`src/rtl/muldiv_pkg.sv`:
```
// muldiv_pkg: funct codes, FSM state and operation-kind encodings shared by the multiply/divide unit.
package muldiv_pkg;

    localparam logic [5:0] FN_MFHI  = 6'b010000;
    localparam logic [5:0] FN_MTHI  = 6'b010001;
    localparam logic [5:0] FN_MFLO  = 6'b010010;
    localparam logic [5:0] FN_MTLO  = 6'b010011;
    localparam logic [5:0] FN_MULT  = 6'b011000;
    localparam logic [5:0] FN_MULTU = 6'b011001;
    localparam logic [5:0] FN_DIV   = 6'b011010;
    localparam logic [5:0] FN_DIVU  = 6'b011011;

    localparam logic [1:0] ALU_OP_RTYPE = 2'b10;

    typedef enum logic [1:0] {
        ST_IDLE = 2'b00,
        ST_RUN  = 2'b01,
        ST_FIX  = 2'b10
    } state_t;

    // Encoded to match funct[1:0]: bit 1 selects divide, bit 0 set means unsigned.
    typedef enum logic [1:0] {
        OP_MUL  = 2'b00,
        OP_MULU = 2'b01,
        OP_DIV  = 2'b10,
        OP_DIVU = 2'b11
    } op_kind_t;

endpackage

```
`src/rtl/muldiv_iter_core.sv`:
```
// muldiv_iter_core: unsigned shift-add multiplier / restoring divider, one bit per cycle.
module muldiv_iter_core
    import muldiv_pkg::*;
#(
    parameter int NB_DATA  = 32,
    parameter int NB_COUNT = 6
)(
    input  logic               i_clock,
    input  logic               i_reset,
    input  logic               i_start,
    input  op_kind_t           i_op,
    input  logic [NB_DATA-1:0] i_a,
    input  logic [NB_DATA-1:0] i_b,
    output logic               o_last,
    output logic [NB_DATA-1:0] o_hi,
    output logic [NB_DATA-1:0] o_lo
);

    logic [NB_DATA-1:0]  r_acc, r_q, r_b;
    logic [NB_COUNT-1:0] r_cnt;
    logic                r_div;
    logic [NB_DATA:0]    w_add, w_shl, w_sub;

    // {acc,q} is the running product (mult) or {remainder,quotient/dividend} (div).
    assign w_add = {1'b0, r_acc} + (r_q[0] ? {1'b0, r_b} : '0);
    assign w_shl = {r_acc, r_q[NB_DATA-1]};
    assign w_sub = w_shl - {1'b0, r_b};

    always_ff @(posedge i_clock or posedge i_reset)
        if (i_reset) begin
            r_acc <= '0;
            r_q   <= '0;
            r_b   <= '0;
            r_cnt <= '0;
            r_div <= 1'b0;
        end else if (i_start) begin
            r_acc <= '0;
            r_q   <= i_a;
            r_b   <= i_b;
            r_cnt <= NB_COUNT'(NB_DATA);
            r_div <= i_op == OP_DIV || i_op == OP_DIVU;
        end else if (r_cnt != '0) begin
            r_cnt <= r_cnt - 1'b1;
            r_acc <= r_div ? (w_sub[NB_DATA] ? w_shl[NB_DATA-1:0] : w_sub[NB_DATA-1:0]) : w_add[NB_DATA:1];
            r_q   <= r_div ? {r_q[NB_DATA-2:0], ~w_sub[NB_DATA]} : {w_add[0], r_q[NB_DATA-1:1]};
        end

    assign o_last = r_cnt == NB_COUNT'(1);
    assign o_hi   = r_acc;
    assign o_lo   = r_q;

endmodule

```
`src/rtl/ex_muldiv_unit.sv`:
```
// ex_muldiv_unit: iterative MULT/DIV with HI/LO registers and hazard stall for the EX stage.
// Define EX_MULDIV_SIGNED_EN for signed MULT/DIV; otherwise they behave as MULTU/DIVU.
module ex_muldiv_unit
    import muldiv_pkg::*;
#(
    parameter int NB_DATA        = 32,
    parameter int NB_ALU_OP      = 2,
    parameter int NB_INSTRUCCION = 6,
    parameter int NB_COUNT       = 6
)(
    input  logic                      i_clock,
    input  logic                      i_reset,
    input  logic                      i_valid,
    input  logic [NB_ALU_OP-1:0]      i_alu_op,
    input  logic [NB_INSTRUCCION-1:0] i_inst_funcion,
    input  logic [NB_DATA-1:0]        i_rs_data,
    input  logic [NB_DATA-1:0]        i_rt_data,
    output logic [NB_DATA-1:0]        o_hilo_data,
    output logic                      o_busy,
    output logic                      o_stall,
    output logic                      o_done
);

    state_t               r_state, w_next;
    op_kind_t             w_op;
    logic [NB_DATA-1:0]   r_hi, r_lo, w_abs_a, w_abs_b, w_core_hi, w_core_lo, w_quo, w_rem;
    logic [2*NB_DATA-1:0] w_prod;
    logic                 r_div, r_dz, r_done;
    logic                 w_rtype, w_md, w_hl, w_idle, w_fix, w_start, w_last;

    assign w_rtype = i_valid && i_alu_op == NB_ALU_OP'(ALU_OP_RTYPE);
    assign w_md    = w_rtype && (i_inst_funcion == FN_MULT || i_inst_funcion == FN_MULTU ||
                                 i_inst_funcion == FN_DIV  || i_inst_funcion == FN_DIVU);
    assign w_hl    = w_rtype && (i_inst_funcion == FN_MFHI || i_inst_funcion == FN_MTHI ||
                                 i_inst_funcion == FN_MFLO || i_inst_funcion == FN_MTLO);
    assign w_op    = op_kind_t'(i_inst_funcion[1:0]);
    assign w_idle  = r_state == ST_IDLE;
    assign w_fix   = r_state == ST_FIX;
    assign w_start = w_idle && w_md;

`ifdef EX_MULDIV_SIGNED_EN
    logic w_sgn, r_neg_q, r_neg_r;
    assign w_sgn   = w_op == OP_MUL || w_op == OP_DIV;
    assign w_abs_a = w_sgn && i_rs_data[NB_DATA-1] ? -i_rs_data : i_rs_data;
    assign w_abs_b = w_sgn && i_rt_data[NB_DATA-1] ? -i_rt_data : i_rt_data;
    assign w_prod  = r_neg_q ? -{w_core_hi, w_core_lo} : {w_core_hi, w_core_lo};
    assign w_quo   = r_neg_q ? -w_core_lo : w_core_lo;
    assign w_rem   = r_neg_r ? -w_core_hi : w_core_hi;
    always_ff @(posedge i_clock or posedge i_reset)
        if (i_reset) begin
            r_neg_q <= 1'b0;
            r_neg_r <= 1'b0;
        end else if (w_start) begin
            r_neg_q <= w_sgn && (i_rs_data[NB_DATA-1] ^ i_rt_data[NB_DATA-1]);
            r_neg_r <= w_sgn && i_rs_data[NB_DATA-1];
        end
`else
    assign w_abs_a = i_rs_data;
    assign w_abs_b = i_rt_data;
    assign w_prod  = {w_core_hi, w_core_lo};
    assign w_quo   = w_core_lo;
    assign w_rem   = w_core_hi;
`endif

    muldiv_iter_core #(.NB_DATA(NB_DATA), .NB_COUNT(NB_COUNT)) u_core (
        .i_clock (i_clock),
        .i_reset (i_reset),
        .i_start (w_start),
        .i_op    (w_op),
        .i_a     (w_abs_a),
        .i_b     (w_abs_b),
        .o_last  (w_last),
        .o_hi    (w_core_hi),
        .o_lo    (w_core_lo)
    );

    always_ff @(posedge i_clock or posedge i_reset)
        if (i_reset) r_state <= ST_IDLE;
        else         r_state <= w_next;

    always_comb begin
        w_next  = w_idle ? (w_start ? ST_RUN : ST_IDLE) :
                  r_state == ST_RUN ? (w_last ? ST_FIX : ST_RUN) : ST_IDLE;
        o_busy  = !w_idle;
        o_stall = !w_idle && (w_md || w_hl);
    end

    // Divide by zero leaves the core remainder equal to the dividend, so only LO needs forcing.
    always_ff @(posedge i_clock or posedge i_reset)
        if (i_reset) begin
            r_hi   <= '0;
            r_lo   <= '0;
            r_div  <= 1'b0;
            r_dz   <= 1'b0;
            r_done <= 1'b0;
        end else begin
            r_done <= w_fix;
            if (w_start) begin
                r_div <= w_op == OP_DIV || w_op == OP_DIVU;
                r_dz  <= i_rt_data == '0;
            end
            if (w_fix)
                r_hi <= r_div ? w_rem : w_prod[2*NB_DATA-1:NB_DATA];
            else if (w_idle && w_rtype && i_inst_funcion == FN_MTHI)
                r_hi <= i_rs_data;
            if (w_fix)
                r_lo <= !r_div ? w_prod[NB_DATA-1:0] : r_dz ? '1 : w_quo;
            else if (w_idle && w_rtype && i_inst_funcion == FN_MTLO)
                r_lo <= i_rs_data;
        end

    assign o_done      = r_done;
    assign o_hilo_data = w_rtype && i_inst_funcion == FN_MFHI ? r_hi :
                         w_rtype && i_inst_funcion == FN_MFLO ? r_lo : '0;

endmodule

```
`config.mk`:
```
export PLATFORM = sky130hd
export DESIGN_NAME = ex_muldiv_unit
export DESIGN_NICKNAME = d
export VERILOG_FILES = /design/src/rtl/muldiv_pkg.sv /design/src/rtl/muldiv_iter_core.sv /design/src/rtl/ex_muldiv_unit.sv
export SDC_FILE = /design/constraint.sdc
export NUM_CORES = 1
export LEC_CHECK = 0
export CAP_MARGIN = 20
export CORE_MARGIN = 2
export CORE_UTILIZATION = 51
export DETAILED_ROUTE_END_ITERATION = 12
export HOLD_SLACK_MARGIN = 0.08
export PLACE_DENSITY_LB_ADDON = 0.08
export SLEW_MARGIN = 0
export SYNTH_ARGS = -nofsm -noshare
export SYNTH_HDL_FRONTEND = slang
export SYNTH_SLANG_ARGS = --single-unit
```
`constraint.sdc`:
```
create_clock -name i_clock -period 6.7 [get_ports i_clock]
set_input_delay 1.005 -clock i_clock [delete_from_list [all_inputs] [get_ports i_clock]]
set_output_delay 1.005 -clock i_clock [all_outputs]
set_load 0.02 [all_outputs]
```
==> results.toml <==
[drt]
ant_nets = 0
first_iter_violations = 1079
drt-vias-per-instance = 6.15
wirelength_um = 35800
num_vias = 11278
drt_drc_violations_left = 0
wl_per_cell_um = 19.5
drtPass1Iterations = 7

[global_route]
grt-ovfl-total = 0
grt_max_degree = 91
grt_usage = 0.291
antenna_found_initial = 0
grt_pass1_vias = 10470
grt_pass1_wl_um = 56800

[cells_and_area]
regArea_um2 = 4280
drive_above_1_share = 0.0488
nets = 1646
syn2layout_area_growth_pct = 16.0
multi_input_area_um2 = 7130
fin_cells = 1834
fillers = 2152
diodes = 0

[sta]
fmax_ghz = 0.218
slew_violations = 0
period_minus_slack_ns = 4.60
slew_headroom = 0.326
clock_skew_ns = 0.0160
timing.hold.ws_ns = 0.478
grt_setup_unrepaired = "no"
worst_pin_slew_ns = 1.00
setup_tns_ns = 0
hold_viol_final = 0
setup_viol = 0
finalCritPeriodShare = 0.686

[logic_synthesis]
synth_area_leaders = "dfrtp_1 36%, ha_1 6.9%, mux2i_1 6.0%"
synth_edf_count = 0
synth_cells = 1441
ys_seq_area_frac = 0.356
ys.flop_type = "dfrtp_1"
synth_top_area_frac = 0.356
yosysUniqueCellTypes = 72
syn_area_per_cell_um2 = 8.35
synth_top_area_cell = "dfrtp_1"
ys_ff_latch = 171
ys_warn_count = 0
async_flop_share = 1.00
synth_area_um2 = 12000
syn_nets = 1584

[critical_path]
critical_path.endpoint_type = "output port"
cpMostUsedCell = "clkdlybuf4s50_1"
timing.rr.end = "u_core.o_hi[30]"
worstPathCellList = "clkdlybuf4s50_1 > nor4bb_1 > nand3b_1 > or3_1 > buf_8 > nor2_1 > clkdlybuf4s50_1"
cp_slowest_cell = "clkdlybuf4s50_1"
critPathMaxFanout = 17
required_ns = 5.69
cp_top_family = "buffers and inverters"
crit_cells = 7
reg2reg_slack_ns = 2.44
critPathMaxStageDelay_ns = 0.63
crit_type = "in2out"
start_kind = "input pin"
r2r-start = "u_core.o_lo[31]"
rr_worst_depth = 13
arrival_ns = 3.59
path_buf_inv = 3

[clock_network]
postCtsResizedCells = 0
holdBufCountCts = 0
cts_made_buffers = 17
clockBufferDepth = 2
cts_tree = "done"
htree_levels = 4
clk_pin_slew_worst_paths_ns = 0.07
root_buffer = "clkbuf_16"
cts_sinks = 171
insertion_delay_ns = 0.44
cts_setup_buffers = 0

[floorplan]
fp.dieH_um = 158
die_area_um2 = 24800
die-width_um = 158
rows = 56
core_um2 = 23300
initial_core_util = 0.516
io_pins = 110

[placement]
portBuffers = 109
gp_congestion = 0.932
hpwl_um = 25100
place_inst = 1800

[job]
cap_violations = 0

[hold_path]
min_from = "r_lo[29]"
min_to = "r_lo[29]"
worstHoldPathCells = 2
min_path_type = "reg2reg"

[run_status]
status = "finished clean"

[power]
ir_worst_vdd_mv = 0.212
power_density_nw_per_um2 = 432
p_leak_nw = 6.61
-- how the worst max path moves through the flow --
stage | from | endpoint | slack [ns]
detailed placement | i_alu_op[1] | o_hilo_data[7] | 2.01
global route | i_alu_op[1] | o_hilo_data[7] | 1.96
finish | i_alu_op[1] | o_hilo_data[7] | 2.10
global placement | i_alu_op[1] | o_hilo_data[3] | 2.14
floorplan | i_reset | o_done | 1.06
CTS | i_alu_op[1] | o_hilo_data[7] | 1.99
-- worst min-delay path: stages, from the launching register on --
cell and delay [ns]:
dfrtp_1 0.34, nand2_1 0.04, o21ai_0 0.06
-- Yosys cell counts, drive strengths merged (8+ instances only) --
master,n
inv,82
o21bai,9
o221ai,10
o21ai,144
and3,10
buf,14
xnor2,26
a222oi,32
a21oi,107
o22ai,36
a31oi,18
nand2,166
nand3,20
xor2,25
a22oi,11
and2,37
nor3,27
nor4,13
dfrtp,171
clkbuf,71
a21o,38
nor2,116
mux2i,72
nand2b,9
nor2b,8
ha,66
o31ai,10
o21a,17
-- placed cells by master, fill, tap and decap left out, drive strengths merged, types with 36 or more instances in the layout --
master / n
dfrtp: 171
o22ai: 36
mux2i: 72
ha: 66
clkdlybuf4s50: 108
o21ai: 144
inv: 92
nand2: 166
a21oi: 107
and2: 37
a21o: 38
nor2: 116
-- flip-flops by register name (all words and copies together), names as in the netlist --
register and count:
o_done 1, r_dz 1, r_hi 32, r_lo 32
r_state 2, u_core.o_hi 32, u_core.o_lo 32, u_core.r_b 32
u_core.r_cnt 6, u_core.r_div 1
-- logic make-up (layout without fill, tap and decap cells) --
group | after synthesis | count (layout) | share of synthesized area
AOI/OAI and AO/OA | 482 | 482 | 0.258
xor gates and xnor gates | 51 | 51 | 0.0371
adders and majority gates | 68 | 68 | 0.0719
buffers and inverters | 167 | 241 | 0.0541
DFF | 171 | 171 | 0.356
muxes | 73 | 73 | 0.0608
and+or+nand+nor | 429 | 429 | 0.162
-- power breakdown --
| group | switching (W) | total, W | internal (W) |
|---|---|---|---|
| combinational | 0.00183 | 0.00314 | 0.00131 |
| sequential | 0.000465 | 0.00190 | 0.00143 |
| clock | 0.000487 | 0.000984 | 0.000497 |
| total | 0.00278 | 0.00602 | 0.00324 |
-- through the flow --
stage,utilization,total power (W),instance area [um^2],setup slack (ns)
detailed placement,0.571,0.00498,13300,2.01
global route,0.598,0.00647,14000,1.96
global placement,0.571,0.00493,13300,2.14
CTS,0.596,0.00598,13900,1.99
floorplan,-,0.00412,12000,1.06
finish,0.598,0.00602,14000,2.10
-- layer usage --
| metal | global-route usage | part of all wire | vias up |
|---|---|---|---|
| met5 | 0 | 0 | - |
| li1 | - | - | 5360 |
| met4 | 0.0688 | 0.013 | 0 |
| met1 | 0.421 | 0.45 | 5418 |
| met3 | 0.0411 | 0.082 | 34 |
| met2 | 0.465 | 0.45 | 466 |
-- final cells by class --
| class | instances | share of cell area |
|---|---|---|
| Multi-Input combinational cell | 1103 | 0.511 |
| Sequential cell | 171 | 0.307 |
| Timing Repair Buffer | 128 | 0.0904 |
| Clock buffer | 17 | 0.0305 |
| Tap cell | 319 | 0.0286 |
| Inverter | 82 | 0.0224 |
| Clock inverter | 14 | 0.0102 |
(Power assumes the default switching activity.)
